--- config.mk ---
export PLATFORM = sky130hd
export DESIGN_NAME = axi4lite_wb_bridge_flat
export DESIGN_NICKNAME = d
export VERILOG_FILES = /design/src/rtl/axi4lite_wb_bridge_if.sv /design/src/rtl/axi4lite_wb_bridge.sv /design/src/flat_wrapper.sv
export SDC_FILE = /design/constraint.sdc
export NUM_CORES = 1
export LEC_CHECK = 0
export ABC_AREA = 1
export CAP_MARGIN = 20
export CORE_ASPECT_RATIO = 1.5
export CORE_MARGIN = 2
export CORE_UTILIZATION = 40
export CTS_CLUSTER_DIAMETER = 100
export DETAILED_ROUTE_END_ITERATION = 6
export PLACE_DENSITY_LB_ADDON = 0.25
export SETUP_SLACK_MARGIN = 0.15
export SKIP_CTS_REPAIR_TIMING = 1
export SYNTH_ARGS = -nofsm -noshare
export SYNTH_HDL_FRONTEND = slang
export SYNTH_SLANG_ARGS = --single-unit
--- constraint.sdc ---
create_clock -name clk_i -period 2 [get_ports clk_i]
set_input_delay 0.3 -clock clk_i [delete_from_list [all_inputs] [get_ports clk_i]]
set_output_delay 0.3 -clock clk_i [all_outputs]
set_load 0.005 [all_outputs]
--- src/rtl/axi4lite_wb_bridge_if.sv ---
// Bus bundle for axi4lite_wb_bridge.
// Carries the AXI4-Lite slave channels (AW, W, B, AR, R) and the Wishbone
// classic master signals. Signal suffixes (_i/_o) are named from the bridge's
// point of view.
//   slave  : bridge side (AXI4-Lite slave, Wishbone master)
//   master : environment side (AXI4-Lite master, Wishbone slave)
interface axi4lite_wb_bridge_if #(
  parameter int ADDR_WIDTH = 32,
  parameter int DATA_WIDTH = 32
);
  logic [ADDR_WIDTH-1:0]   axi_awaddr_i;
  logic                    axi_awvalid_i;
  logic                    axi_awready_o;
  logic [DATA_WIDTH-1:0]   axi_wdata_i;
  logic [DATA_WIDTH/8-1:0] axi_wstrb_i;
  logic                    axi_wvalid_i;
  logic                    axi_wready_o;
  logic [1:0]              axi_bresp_o;
  logic                    axi_bvalid_o;
  logic                    axi_bready_i;
  logic [ADDR_WIDTH-1:0]   axi_araddr_i;
  logic                    axi_arvalid_i;
  logic                    axi_arready_o;
  logic [DATA_WIDTH-1:0]   axi_rdata_o;
  logic [1:0]              axi_rresp_o;
  logic                    axi_rvalid_o;
  logic                    axi_rready_i;

  logic [ADDR_WIDTH-1:0]   wb_adr_o;
  logic [DATA_WIDTH-1:0]   wb_dat_o;
  logic [DATA_WIDTH/8-1:0] wb_sel_o;
  logic                    wb_we_o;
  logic                    wb_cyc_o;
  logic                    wb_stb_o;
  logic [DATA_WIDTH-1:0]   wb_dat_i;
  logic                    wb_ack_i;
  logic                    wb_err_i;
  logic                    wb_rty_i;

  modport slave (
    input  axi_awaddr_i, axi_awvalid_i, axi_wdata_i, axi_wstrb_i, axi_wvalid_i,
           axi_bready_i, axi_araddr_i, axi_arvalid_i, axi_rready_i,
           wb_dat_i, wb_ack_i, wb_err_i, wb_rty_i,
    output axi_awready_o, axi_wready_o, axi_bresp_o, axi_bvalid_o,
           axi_arready_o, axi_rdata_o, axi_rresp_o, axi_rvalid_o,
           wb_adr_o, wb_dat_o, wb_sel_o, wb_we_o, wb_cyc_o, wb_stb_o
  );

  modport master (
    output axi_awaddr_i, axi_awvalid_i, axi_wdata_i, axi_wstrb_i, axi_wvalid_i,
           axi_bready_i, axi_araddr_i, axi_arvalid_i, axi_rready_i,
           wb_dat_i, wb_ack_i, wb_err_i, wb_rty_i,
    input  axi_awready_o, axi_wready_o, axi_bresp_o, axi_bvalid_o,
           axi_arready_o, axi_rdata_o, axi_rresp_o, axi_rvalid_o,
           wb_adr_o, wb_dat_o, wb_sel_o, wb_we_o, wb_cyc_o, wb_stb_o
  );
endinterface

--- src/rtl/axi4lite_wb_bridge.sv ---
// AXI4-Lite slave to Wishbone classic master bridge.
// One-entry holding registers for AW, W and AR let AW/W arrive in any order
// and let the next request be accepted while a Wishbone cycle is running.
// Only one Wishbone transaction is outstanding; read/write launches alternate
// when both are ready. Wishbone ack/err/rty and a stb timeout are mapped onto
// OKAY/SLVERR/DECERR.
// Ports:
//   clk_i      single clock for both buses
//   axi_rst_i  asynchronous active-low reset
//   wb_rst_o   active-high reset to the Wishbone side (~axi_rst_i)
//   bus        AXI4-Lite slave channels + Wishbone master signals
module axi4lite_wb_bridge #(
  parameter int ADDR_WIDTH     = 32,
  parameter int DATA_WIDTH     = 32,
  parameter int TIMEOUT_CYCLES = 255,
  parameter int MAX_RETRY      = 3
) (
  input  logic                 clk_i,
  input  logic                 axi_rst_i,
  output logic                 wb_rst_o,
  axi4lite_wb_bridge_if.slave  bus
);
  localparam int SW = DATA_WIDTH / 8;
  localparam int RW = (MAX_RETRY > 0) ? $clog2(MAX_RETRY + 1) : 1;
  localparam int TW = (TIMEOUT_CYCLES > 0) ? $clog2(TIMEOUT_CYCLES + 1) : 1;
  localparam logic [RW-1:0] RETRY_MAX = RW'(MAX_RETRY);
  localparam logic [TW-1:0] TMO_LAST  = TW'((TIMEOUT_CYCLES > 0) ? TIMEOUT_CYCLES - 1 : 0);
  localparam logic [ADDR_WIDTH-1:0] ADR_MASK = ~ADDR_WIDTH'(SW - 1);
  localparam logic [1:0] OKAY = 2'b00, SLVERR = 2'b10, DECERR = 2'b11;

  typedef enum logic [2:0] {IDLE, WB_WRITE, WB_READ, RETRY_GAP, WRESP, RRESP} state_t;

  state_t                state_q, state_d;
  logic                  prio_q, prio_d;      // 0: write goes first, 1: read goes first
  logic                  aw_full_q, aw_full_d;
  logic [ADDR_WIDTH-1:0] aw_addr_q, aw_addr_d;
  logic                  w_full_q, w_full_d;
  logic [DATA_WIDTH-1:0] w_data_q, w_data_d;
  logic [SW-1:0]         w_strb_q, w_strb_d;
  logic                  ar_full_q, ar_full_d;
  logic [ADDR_WIDTH-1:0] ar_addr_q, ar_addr_d;
  logic [ADDR_WIDTH-1:0] adr_q, adr_d;
  logic [DATA_WIDTH-1:0] dat_q, dat_d;
  logic [SW-1:0]         sel_q, sel_d;
  logic                  we_q, we_d;
  logic                  cyc_q, cyc_d;
  logic                  stb_q, stb_d;
  logic [1:0]            resp_q, resp_d;
  logic [DATA_WIDTH-1:0] rdata_q, rdata_d;
  logic                  bvalid_q, bvalid_d;
  logic                  rvalid_q, rvalid_d;
  logic [RW-1:0]         retry_q, retry_d;
  logic [TW-1:0]         tmo_q, tmo_d;
  logic                  fin;
  logic [1:0]            fin_resp;
  logic                  wr_rdy, rd_rdy;

  always_comb begin
    state_d   = state_q;
    prio_d    = prio_q;
    aw_full_d = aw_full_q;
    aw_addr_d = aw_addr_q;
    w_full_d  = w_full_q;
    w_data_d  = w_data_q;
    w_strb_d  = w_strb_q;
    ar_full_d = ar_full_q;
    ar_addr_d = ar_addr_q;
    adr_d     = adr_q;
    dat_d     = dat_q;
    sel_d     = sel_q;
    we_d      = we_q;
    cyc_d     = cyc_q;
    stb_d     = stb_q;
    resp_d    = resp_q;
    rdata_d   = rdata_q;
    bvalid_d  = bvalid_q;
    rvalid_d  = rvalid_q;
    retry_d   = retry_q;
    tmo_d     = tmo_q;
    fin       = 1'b0;
    fin_resp  = OKAY;
    wr_rdy    = aw_full_q & w_full_q;
    rd_rdy    = ar_full_q;

    // Holding register loads; ready is ~full so a load never collides with
    // the launch that frees the same entry.
    if (bus.axi_awvalid_i && !aw_full_q) begin
      aw_full_d = 1'b1;
      aw_addr_d = bus.axi_awaddr_i;
    end
    if (bus.axi_wvalid_i && !w_full_q) begin
      w_full_d = 1'b1;
      w_data_d = bus.axi_wdata_i;
      w_strb_d = bus.axi_wstrb_i;
    end
    if (bus.axi_arvalid_i && !ar_full_q) begin
      ar_full_d = 1'b1;
      ar_addr_d = bus.axi_araddr_i;
    end

    case (state_q)
      IDLE: begin
        if (wr_rdy && (!rd_rdy || !prio_q)) begin
          adr_d     = aw_addr_q & ADR_MASK;
          dat_d     = w_data_q;
          sel_d     = w_strb_q;
          we_d      = 1'b1;
          cyc_d     = 1'b1;
          stb_d     = 1'b1;
          aw_full_d = 1'b0;
          w_full_d  = 1'b0;
          prio_d    = 1'b1;          // favour the side not served last
          retry_d   = '0;
          tmo_d     = '0;
          state_d   = WB_WRITE;
        end else if (rd_rdy) begin
          adr_d     = ar_addr_q & ADR_MASK;
          sel_d     = '1;
          we_d      = 1'b0;
          cyc_d     = 1'b1;
          stb_d     = 1'b1;
          ar_full_d = 1'b0;
          prio_d    = 1'b0;
          retry_d   = '0;
          tmo_d     = '0;
          state_d   = WB_READ;
        end
      end
      WB_WRITE, WB_READ: begin
        if (bus.wb_ack_i) begin
          fin = 1'b1;
          fin_resp = OKAY;
        end else if (bus.wb_err_i) begin
          fin = 1'b1;
          fin_resp = SLVERR;
        end else if (bus.wb_rty_i) begin
          if (retry_q != RETRY_MAX) begin
            // One idle cycle, then re-issue the same request.
            cyc_d   = 1'b0;
            stb_d   = 1'b0;
            retry_d = retry_q + 1'b1;
            tmo_d   = '0;
            state_d = RETRY_GAP;
          end else begin
            fin = 1'b1;
            fin_resp = SLVERR;
          end
        end else if ((TIMEOUT_CYCLES != 0) && (tmo_q == TMO_LAST)) begin
          fin = 1'b1;
          fin_resp = DECERR;
        end else if (tmo_q != '1) begin
          tmo_d = tmo_q + 1'b1;
        end
      end
      RETRY_GAP: begin
        cyc_d   = 1'b1;
        stb_d   = 1'b1;
        state_d = we_q ? WB_WRITE : WB_READ;
      end
      WRESP: begin
        if (bus.axi_bready_i) begin
          bvalid_d = 1'b0;
          state_d  = IDLE;
        end
      end
      RRESP: begin
        if (bus.axi_rready_i) begin
          rvalid_d = 1'b0;
          state_d  = IDLE;
        end
      end
      default: state_d = IDLE;
    endcase

    // Common termination of a Wishbone cycle.
    if (fin) begin
      cyc_d  = 1'b0;
      stb_d  = 1'b0;
      we_d   = 1'b0;
      resp_d = fin_resp;
      if (we_q) begin
        bvalid_d = 1'b1;
        state_d  = WRESP;
      end else begin
        rvalid_d = 1'b1;
        rdata_d  = (fin_resp == OKAY) ? bus.wb_dat_i : '0;
        state_d  = RRESP;
      end
    end
  end

  always_ff @(posedge clk_i or negedge axi_rst_i) begin
    if (!axi_rst_i) begin
      state_q   <= IDLE;
      prio_q    <= 1'b0;
      aw_full_q <= 1'b0;
      aw_addr_q <= '0;
      w_full_q  <= 1'b0;
      w_data_q  <= '0;
      w_strb_q  <= '0;
      ar_full_q <= 1'b0;
      ar_addr_q <= '0;
      adr_q     <= '0;
      dat_q     <= '0;
      sel_q     <= '0;
      we_q      <= 1'b0;
      cyc_q     <= 1'b0;
      stb_q     <= 1'b0;
      resp_q    <= OKAY;
      rdata_q   <= '0;
      bvalid_q  <= 1'b0;
      rvalid_q  <= 1'b0;
      retry_q   <= '0;
      tmo_q     <= '0;
    end else begin
      state_q   <= state_d;
      prio_q    <= prio_d;
      aw_full_q <= aw_full_d;
      aw_addr_q <= aw_addr_d;
      w_full_q  <= w_full_d;
      w_data_q  <= w_data_d;
      w_strb_q  <= w_strb_d;
      ar_full_q <= ar_full_d;
      ar_addr_q <= ar_addr_d;
      adr_q     <= adr_d;
      dat_q     <= dat_d;
      sel_q     <= sel_d;
      we_q      <= we_d;
      cyc_q     <= cyc_d;
      stb_q     <= stb_d;
      resp_q    <= resp_d;
      rdata_q   <= rdata_d;
      bvalid_q  <= bvalid_d;
      rvalid_q  <= rvalid_d;
      retry_q   <= retry_d;
      tmo_q     <= tmo_d;
    end
  end

  assign wb_rst_o          = ~axi_rst_i;
  assign bus.axi_awready_o = ~aw_full_q;
  assign bus.axi_wready_o  = ~w_full_q;
  assign bus.axi_arready_o = ~ar_full_q;
  assign bus.axi_bvalid_o  = bvalid_q;
  assign bus.axi_bresp_o   = resp_q;
  assign bus.axi_rvalid_o  = rvalid_q;
  assign bus.axi_rresp_o   = resp_q;
  assign bus.axi_rdata_o   = rdata_q;
  assign bus.wb_adr_o      = adr_q;
  assign bus.wb_dat_o      = dat_q;
  assign bus.wb_sel_o      = sel_q;
  assign bus.wb_we_o       = we_q;
  assign bus.wb_cyc_o      = cyc_q;
  assign bus.wb_stb_o      = stb_q;
endmodule

--- src/flat_wrapper.sv ---
// flat-port wrapper written by rule: the top's interface ports become plain ports
module axi4lite_wb_bridge_flat 
#(
  parameter int ADDR_WIDTH     = 32,
  parameter int DATA_WIDTH     = 32,
  parameter int TIMEOUT_CYCLES = 255,
  parameter int MAX_RETRY      = 3
)
  (clk_i, axi_rst_i, wb_rst_o, bus_axi_awaddr_i, bus_axi_awvalid_i, bus_axi_wdata_i, bus_axi_wstrb_i, bus_axi_wvalid_i, bus_axi_bready_i, bus_axi_araddr_i, bus_axi_arvalid_i, bus_axi_rready_i, bus_wb_dat_i, bus_wb_ack_i, bus_wb_err_i, bus_wb_rty_i, bus_axi_awready_o, bus_axi_wready_o, bus_axi_bresp_o, bus_axi_bvalid_o, bus_axi_arready_o, bus_axi_rdata_o, bus_axi_rresp_o, bus_axi_rvalid_o, bus_wb_adr_o, bus_wb_dat_o, bus_wb_sel_o, bus_wb_we_o, bus_wb_cyc_o, bus_wb_stb_o);
  axi4lite_wb_bridge_if #(.ADDR_WIDTH(ADDR_WIDTH), .DATA_WIDTH(DATA_WIDTH)) bus_i ();
  input  logic clk_i;
  input  logic axi_rst_i;
  output logic wb_rst_o;
  input wire logic [$bits(bus_i.axi_awaddr_i)-1:0] bus_axi_awaddr_i;
  input wire logic [$bits(bus_i.axi_awvalid_i)-1:0] bus_axi_awvalid_i;
  input wire logic [$bits(bus_i.axi_wdata_i)-1:0] bus_axi_wdata_i;
  input wire logic [$bits(bus_i.axi_wstrb_i)-1:0] bus_axi_wstrb_i;
  input wire logic [$bits(bus_i.axi_wvalid_i)-1:0] bus_axi_wvalid_i;
  input wire logic [$bits(bus_i.axi_bready_i)-1:0] bus_axi_bready_i;
  input wire logic [$bits(bus_i.axi_araddr_i)-1:0] bus_axi_araddr_i;
  input wire logic [$bits(bus_i.axi_arvalid_i)-1:0] bus_axi_arvalid_i;
  input wire logic [$bits(bus_i.axi_rready_i)-1:0] bus_axi_rready_i;
  input wire logic [$bits(bus_i.wb_dat_i)-1:0] bus_wb_dat_i;
  input wire logic [$bits(bus_i.wb_ack_i)-1:0] bus_wb_ack_i;
  input wire logic [$bits(bus_i.wb_err_i)-1:0] bus_wb_err_i;
  input wire logic [$bits(bus_i.wb_rty_i)-1:0] bus_wb_rty_i;
  output wire logic [$bits(bus_i.axi_awready_o)-1:0] bus_axi_awready_o;
  output wire logic [$bits(bus_i.axi_wready_o)-1:0] bus_axi_wready_o;
  output wire logic [$bits(bus_i.axi_bresp_o)-1:0] bus_axi_bresp_o;
  output wire logic [$bits(bus_i.axi_bvalid_o)-1:0] bus_axi_bvalid_o;
  output wire logic [$bits(bus_i.axi_arready_o)-1:0] bus_axi_arready_o;
  output wire logic [$bits(bus_i.axi_rdata_o)-1:0] bus_axi_rdata_o;
  output wire logic [$bits(bus_i.axi_rresp_o)-1:0] bus_axi_rresp_o;
  output wire logic [$bits(bus_i.axi_rvalid_o)-1:0] bus_axi_rvalid_o;
  output wire logic [$bits(bus_i.wb_adr_o)-1:0] bus_wb_adr_o;
  output wire logic [$bits(bus_i.wb_dat_o)-1:0] bus_wb_dat_o;
  output wire logic [$bits(bus_i.wb_sel_o)-1:0] bus_wb_sel_o;
  output wire logic [$bits(bus_i.wb_we_o)-1:0] bus_wb_we_o;
  output wire logic [$bits(bus_i.wb_cyc_o)-1:0] bus_wb_cyc_o;
  output wire logic [$bits(bus_i.wb_stb_o)-1:0] bus_wb_stb_o;
  assign bus_i.axi_awaddr_i = bus_axi_awaddr_i;
  assign bus_i.axi_awvalid_i = bus_axi_awvalid_i;
  assign bus_i.axi_wdata_i = bus_axi_wdata_i;
  assign bus_i.axi_wstrb_i = bus_axi_wstrb_i;
  assign bus_i.axi_wvalid_i = bus_axi_wvalid_i;
  assign bus_i.axi_bready_i = bus_axi_bready_i;
  assign bus_i.axi_araddr_i = bus_axi_araddr_i;
  assign bus_i.axi_arvalid_i = bus_axi_arvalid_i;
  assign bus_i.axi_rready_i = bus_axi_rready_i;
  assign bus_i.wb_dat_i = bus_wb_dat_i;
  assign bus_i.wb_ack_i = bus_wb_ack_i;
  assign bus_i.wb_err_i = bus_wb_err_i;
  assign bus_i.wb_rty_i = bus_wb_rty_i;
  assign bus_axi_awready_o = bus_i.axi_awready_o;
  assign bus_axi_wready_o = bus_i.axi_wready_o;
  assign bus_axi_bresp_o = bus_i.axi_bresp_o;
  assign bus_axi_bvalid_o = bus_i.axi_bvalid_o;
  assign bus_axi_arready_o = bus_i.axi_arready_o;
  assign bus_axi_rdata_o = bus_i.axi_rdata_o;
  assign bus_axi_rresp_o = bus_i.axi_rresp_o;
  assign bus_axi_rvalid_o = bus_i.axi_rvalid_o;
  assign bus_wb_adr_o = bus_i.wb_adr_o;
  assign bus_wb_dat_o = bus_i.wb_dat_o;
  assign bus_wb_sel_o = bus_i.wb_sel_o;
  assign bus_wb_we_o = bus_i.wb_we_o;
  assign bus_wb_cyc_o = bus_i.wb_cyc_o;
  assign bus_wb_stb_o = bus_i.wb_stb_o;
  axi4lite_wb_bridge #(.ADDR_WIDTH(ADDR_WIDTH), .DATA_WIDTH(DATA_WIDTH), .TIMEOUT_CYCLES(TIMEOUT_CYCLES), .MAX_RETRY(MAX_RETRY)) u_core (.clk_i(clk_i), .axi_rst_i(axi_rst_i), .wb_rst_o(wb_rst_o), .bus(bus_i));
endmodule
After elaboration in Yosys (flattened, before gate mapping)

Index checks and enable logic that the tools add are counted.

Flip-flop bits (word level): 223
Latch bits: 0
RAM bits: 0
Bits in read-only memories: 0
Input bits: 142
Output and inout bits: 113
Logic and storage cells: 151
Memories kept: 0

Add/subtract/negate cells: 2
Multiply operators: 0
Divide/modulo/power cells: 0
Magnitude comparators: 0
Equality and inequality tests: 23
Shift operators: 0
Multiplexer cells: 75
Bitwise operators: 6
Reductions and logical operators: 25

Operators with widths:

| kind                  | count |
|---|---|
| $mux W32              | 3 |
| $mux W8               | 8 |
| $mux W1               | 36 |
| $mux W3               | 9 |
| $mux W2               | 13 |
| $ne A3 B2 Y1 const B  | 7 |
| $pmux W8 S2           | 1 |
| $pmux W3 S5           | 1 |
| $reduce_and A7 Y1     | 2 |
| $reduce_and A6 Y1     | 2 |
| $add A8 B1 Y8 const B | 1 |
| $eq A8 B8 Y1 const B  | 1 |
| $mux W4               | 2 |
| $ne A2 B2 Y1 const B  | 4 |
| $ne A8 B8 Y1 const B  | 1 |
| $reduce_and A2 Y1     | 4 |
| $eq A3 B2 Y1 const B  | 2 |
| $eq A3 B3 Y1 const B  | 2 |
| $ne A3 B1 Y1 const B  | 2 |
| $reduce_bool A2 Y1    | 3 |
| $not A1 Y1            | 5 |
| $logic_and A1 B1 Y1   | 4 |
| $logic_not A1 Y1      | 4 |
| $ne A4 B1 Y1 const B  | 1 |
| other kinds (13)      | 13 |

Longest topological paths before layout

Depth in word-level cells: 8
Gate-level depth with buffers: 12
Depth with buffers taken out: 11

Least setup slack after synthesis

No wires, ideal clock.

Path type: register to register
Start: reg u_core.tmo_q[0]
End: reg u_core.tmo_q[6]
Library setup time: 0.122 ns
Arrival: 1.321 ns
Required time: 1.878 ns
Slack: 0.557 ns
Stages on the path, launching flop included: 12
Buffers on the path: 1
Period minus slack after synthesis: 1.443 ns
Cells stage by stage: dfrtp_1 > inv_1 > ha_1 > nand2_1 > nor2_1 > nand2_1 > nand3_2 > nand2_2 > nand3_2 > buf_8 > nand2_2 > o21ai_2

Longest elaborated chain between the ends: 7
Elaborated cells on any way between the ends: 12
Classes of those cells: 1 x add/sub; 4 x eq/ne; 6 x mux; 1 x reduce/logical

RTL lines:

| item                   | line                      | RTL |
|---|---|---|
| start, declared        | axi4lite_wb_bridge.sv:53  | `logic [TW-1:0] tmo_q, tmo_d;` |
| start signal, assigned | axi4lite_wb_bridge.sv:236 | `tmo_q <= tmo_d;` |
| $add A8 B1 Y8          | axi4lite_wb_bridge.sv:152 | `tmo_d = tmo_q + 1'b1;` |
| $mux W8                | axi4lite_wb_bridge.sv:151 | `end else if (tmo_q != '1) begin` |
| $mux W8                | axi4lite_wb_bridge.sv:148 | `end else if ((TIMEOUT_CYCLES != 0) && (tmo_q == TMO_LAST)) begin` |
| $mux W8                | axi4lite_wb_bridge.sv:136 | `end else if (bus.wb_rty_i) begin` |
| $mux W8                | axi4lite_wb_bridge.sv:133 | `end else if (bus.wb_err_i) begin` |
| $mux W8                | axi4lite_wb_bridge.sv:130 | `if (bus.wb_ack_i) begin` |
| $pmux W8 S2            | axi4lite_wb_bridge.sv:101 | `case (state_q)` |

Parallel ways exist; a longest one is shown, timed or not. The select of a mux whose other input is x is not followed.
A chain may end at the register's enable or synchronous reset.

Final worst setup path

Start: reg u_core.we_q, in the netlist u_core.bus.wb_we_o
End: out bus_wb_we_o

RTL lines:

| item                   | line                      | RTL |
|---|---|---|
| start, declared        | axi4lite_wb_bridge.sv:45  | `logic we_q, we_d;` |
| start signal, assigned | axi4lite_wb_bridge.sv:228 | `we_q <= we_d;` |
| end, declared          | flat_wrapper.sv:38        | `output wire logic [$bits(bus_i.wb_we_o)-1:0] bus_wb_we_o;` |

No word-level cell between the ends.

==> impl_results.md <==
* Outcome: completed
* Tightest hold margin at 362 ps
* Critical path's slowest cell: clkdlybuf4s50_1
* Yosys Warn Count at 0
* Max clock buf depth at 3
* Switching Fraction at 0.337
* # rows at 67
* Worst Skew at 9.88 ps
* Critical path, cell by cell: clkdlybuf4s50_1
* Pleak at 0.00582 uW
* Post-route clock period utilization at 0.884
* Largest net degree at the start of global routing at 114
* Most common cell after layout, fill and taps aside: clkdlybuf4s50_1
* Final min period at 1770 ps
* Largest stage delay, worst path at 540 ps
* Die H at 187 um
* Final #Nets at 1286
* CTS tree: built
* Core ar. at 0.0221 mm2
* Initial antenna violation count at 2
* CP Launch Type: flip-flop
* DR vias/cell at 4.86
* Worst Path Arrival at 1470 ps
* Net Sw Power at 6560 uW
* Least-Margin Pin Slew at 608 ps
* H-tree Lvls at 1
* Clk sink count at 217
* Placed wire-length estimate at 15.0 mm
* Max Clk Rate at 0.565 GHz
* FF+latch count, synth at 217
* Worst setup path category: reg2out
* Worst Setup End Kind: primary output
* Clk Latency, worst-skew pair at 490 ps
* Vias in the first global route at 6882
* DR pass1 iterations at 4
* Netlist cell types at 33
* Most frequent cells in the layout: clkdlybuf4s50_1 (244), dfrtp_1 (216), nand2_1 (208)
* Setup_tns at 0 ps
* Layout cells sized above 1 at 0.123
* Syn_area_per_cell at 9.91 um2
* Area of the die at 0.0236 mm2
* Endpoints failing setup at 0
* Mapped Cells at 901
* Worst endpoint required time at 1700 ps
* DRC errors left at 0
* Worst min-delay path class: in2reg
* Die Wd at 126 um
* I/O pin total at 255
* Root Buffer Master: clkbuf_16
* Unrepaired setup endpoints after global routing: yes
* Critical path peak fanout at 5
* Post-Syn Area at 0.00893 mm2
* CP delay by family, top: buffers and inverters
* Via Count at 6958
* Port buffer count at 248
* Initial core utilization at 0.403
* Sequential share of the synthesized area at 0.608
* Sequential power share at 0.381
* Clk network pwr share at 0.214
* Fin. Hold Viols at 0
* Slew HR at 0.594
* Final ANT Viol Nets at 0
* Max IR drop VDD at 0.874 mV
* Final Wtd Congestion at 0.812
* CTS Buf Count at 22
* Remaining Overflow, GRT at 0
* P_int at 12900 uW
* First DRT Iteration DRCs at 422
* Reg clk slew, reported paths at 60 ps
* Layout area overhead at 39.9%
* GRT Overall Usage at 0.189
* Worst Path Buf+Inv at 1
* First-pass GRT wire length at 36.3 mm
* Max Slew Vio Count at 0
* Detailed Route WL at 22.2 mm
* Logic gate share of total power at 0.406
* Wire per inst at 15.5 um
* Max-cap violations at 0
* Power per cell area at 1560 mW/mm2
power by group through the flow:
stage | clock [uW] | combinational, uW | sequential (uW)
2_1_floorplan | 0 | 4280 | 7410
3_3_place_gp | 0 | 7850 | 7410
3_5_place_dp | 0 | 8010 | 7480
4_1_cts | 4300 | 8040 | 7420
5_1_grt | 4450 | 8840 | 7670
6_report | 4160 | 7900 | 7410
area by class of cell:
type	instances	area (um2)
Inverter	71	272
Fill cell	1967	9640
Multi-Input combinational cell	560	2960
Timing Repair Buffer	269	2750
Clock buffer	32	649
Antenna cell	2	5.00
Tap cell	276	345
Sequential cell	217	5430
Clock inverter	5	75.1
Yosys cell counts:
cell type  instances  area (um2)
nor2_1            79         297
nor2_2             2        12.5
o22a_1             3        26.3
o21ai_4            1        16.3
buf_1              6        22.5
nand2_2           10        62.6
o21ai_2            6        52.6
xnor2_1            1        8.76
inv_2              7        26.3
buf_2             21         105
a31oi_1           18         113
nor2_4             1        11.3
nor3_1             1        5.00
xor2_1             1        8.76
a22oi_1            1        7.51
or2_2              2        12.5
o31ai_1            1        7.51
conb_1             1        3.75
o21ai_0           50         250
nand2_1          210         788
nand3_2            4        40.0
clkbuf_1          16        60.1
nand3_1           16        80.1
o21ai_1           13        65.1
ha_1               3        37.5
buf_8              1        15.0
dfrtp_1          217        5430
inv_1             62         233
a21oi_1           45         225
buf_4             10        75.1
clkinv_1           2        7.51
mux2_2            52         586
nand4_1           38         238
sequential cells by signal (all words and copies together), names as in the netlist:
| signal | cells |
|---|---|
| u_core.retry_q | 2 |
| u_core.aw_addr_q | 30 |
| u_core.tmo_q | 8 |
| u_core.prio_q | 1 |
| u_core.aw_full_q | 1 |
| u_core.ar_full_q | 1 |
| u_core.w_strb_q | 4 |
| u_core.bus.axi_rdata_o | 32 |
| u_core.bus.wb_cyc_o | 1 |
| u_core.bus.axi_bvalid_o | 1 |
| u_core.bus.wb_we_o | 1 |
| u_core.ar_addr_q | 30 |
| u_core.bus.axi_bresp_o | 2 |
| u_core.bus.axi_rvalid_o | 1 |
| u_core.bus.wb_dat_o | 32 |
| u_core.bus.wb_adr_o | 30 |
| u_core.w_full_q | 1 |
| u_core.w_data_q | 32 |
| u_core.state_q | 3 |
| u_core.bus.wb_sel_o | 4 |
per-stage QoR:
| stage | power [uW] | instances | setup WS, ps | utilization | area, um2 |
|---|---|---|---|---|---|
| global placement | 15300 | 1392 | 78.2 | 0.530 | 11700 |
| floorplan | 11700 | 902 | 557 | - | 8930 |
| global route | 21000 | 1432 | 140 | 0.564 | 12500 |
| CTS | 19800 | 1429 | 54.2 | 0.563 | 12500 |
| finish | 19500 | 1432 | 232 | 0.564 | 12500 |
| detailed placement | 15500 | 1392 | 42.3 | 0.530 | 11700 |
per-layer routing:
layer,vias up,part of all wire,routed length (um),global-route usage
met5,-,0,0,0
met4,0,0.021,457,0.0554
met3,29,0.063,1390,0.0423
met2,184,0.51,11400,0.326
met1,3333,0.41,9010,0.238
li1,3412,-,-,-
kinds of logic after synthesis:
logic type      synth area share
simple gates               0.173
buf+inv                   0.0610
other cells             0.000420
mux                       0.0656
xor+xnor                 0.00196
fa+ha+maj                0.00420
compound gates            0.0855
flops                      0.608
path summary, 6_finish.rpt:
path / slack (ps) / end / cells past startpoint / startpoint
min: 360 / u_core.bus.axi_rdata_o[3] / 3 / bus_wb_dat_i[3]
min reg2reg: 470 / u_core.bus.axi_rdata_o[28] / 2 / u_core.bus.axi_rdata_o[28]
max in group asynchronous: 900 / u_core.aw_addr_q[6] / 3 / axi_rst_i
max reg2reg: 340 / u_core.bus.wb_dat_o[31] / 8 / u_core.state_q[2]
min in group asynchronous: 590 / u_core.bus.axi_rdata_o[26] / 3 / axi_rst_i
max: 230 / bus_wb_we_o / 1 / u_core.bus.wb_we_o
(Power assumes the default switching activity.)
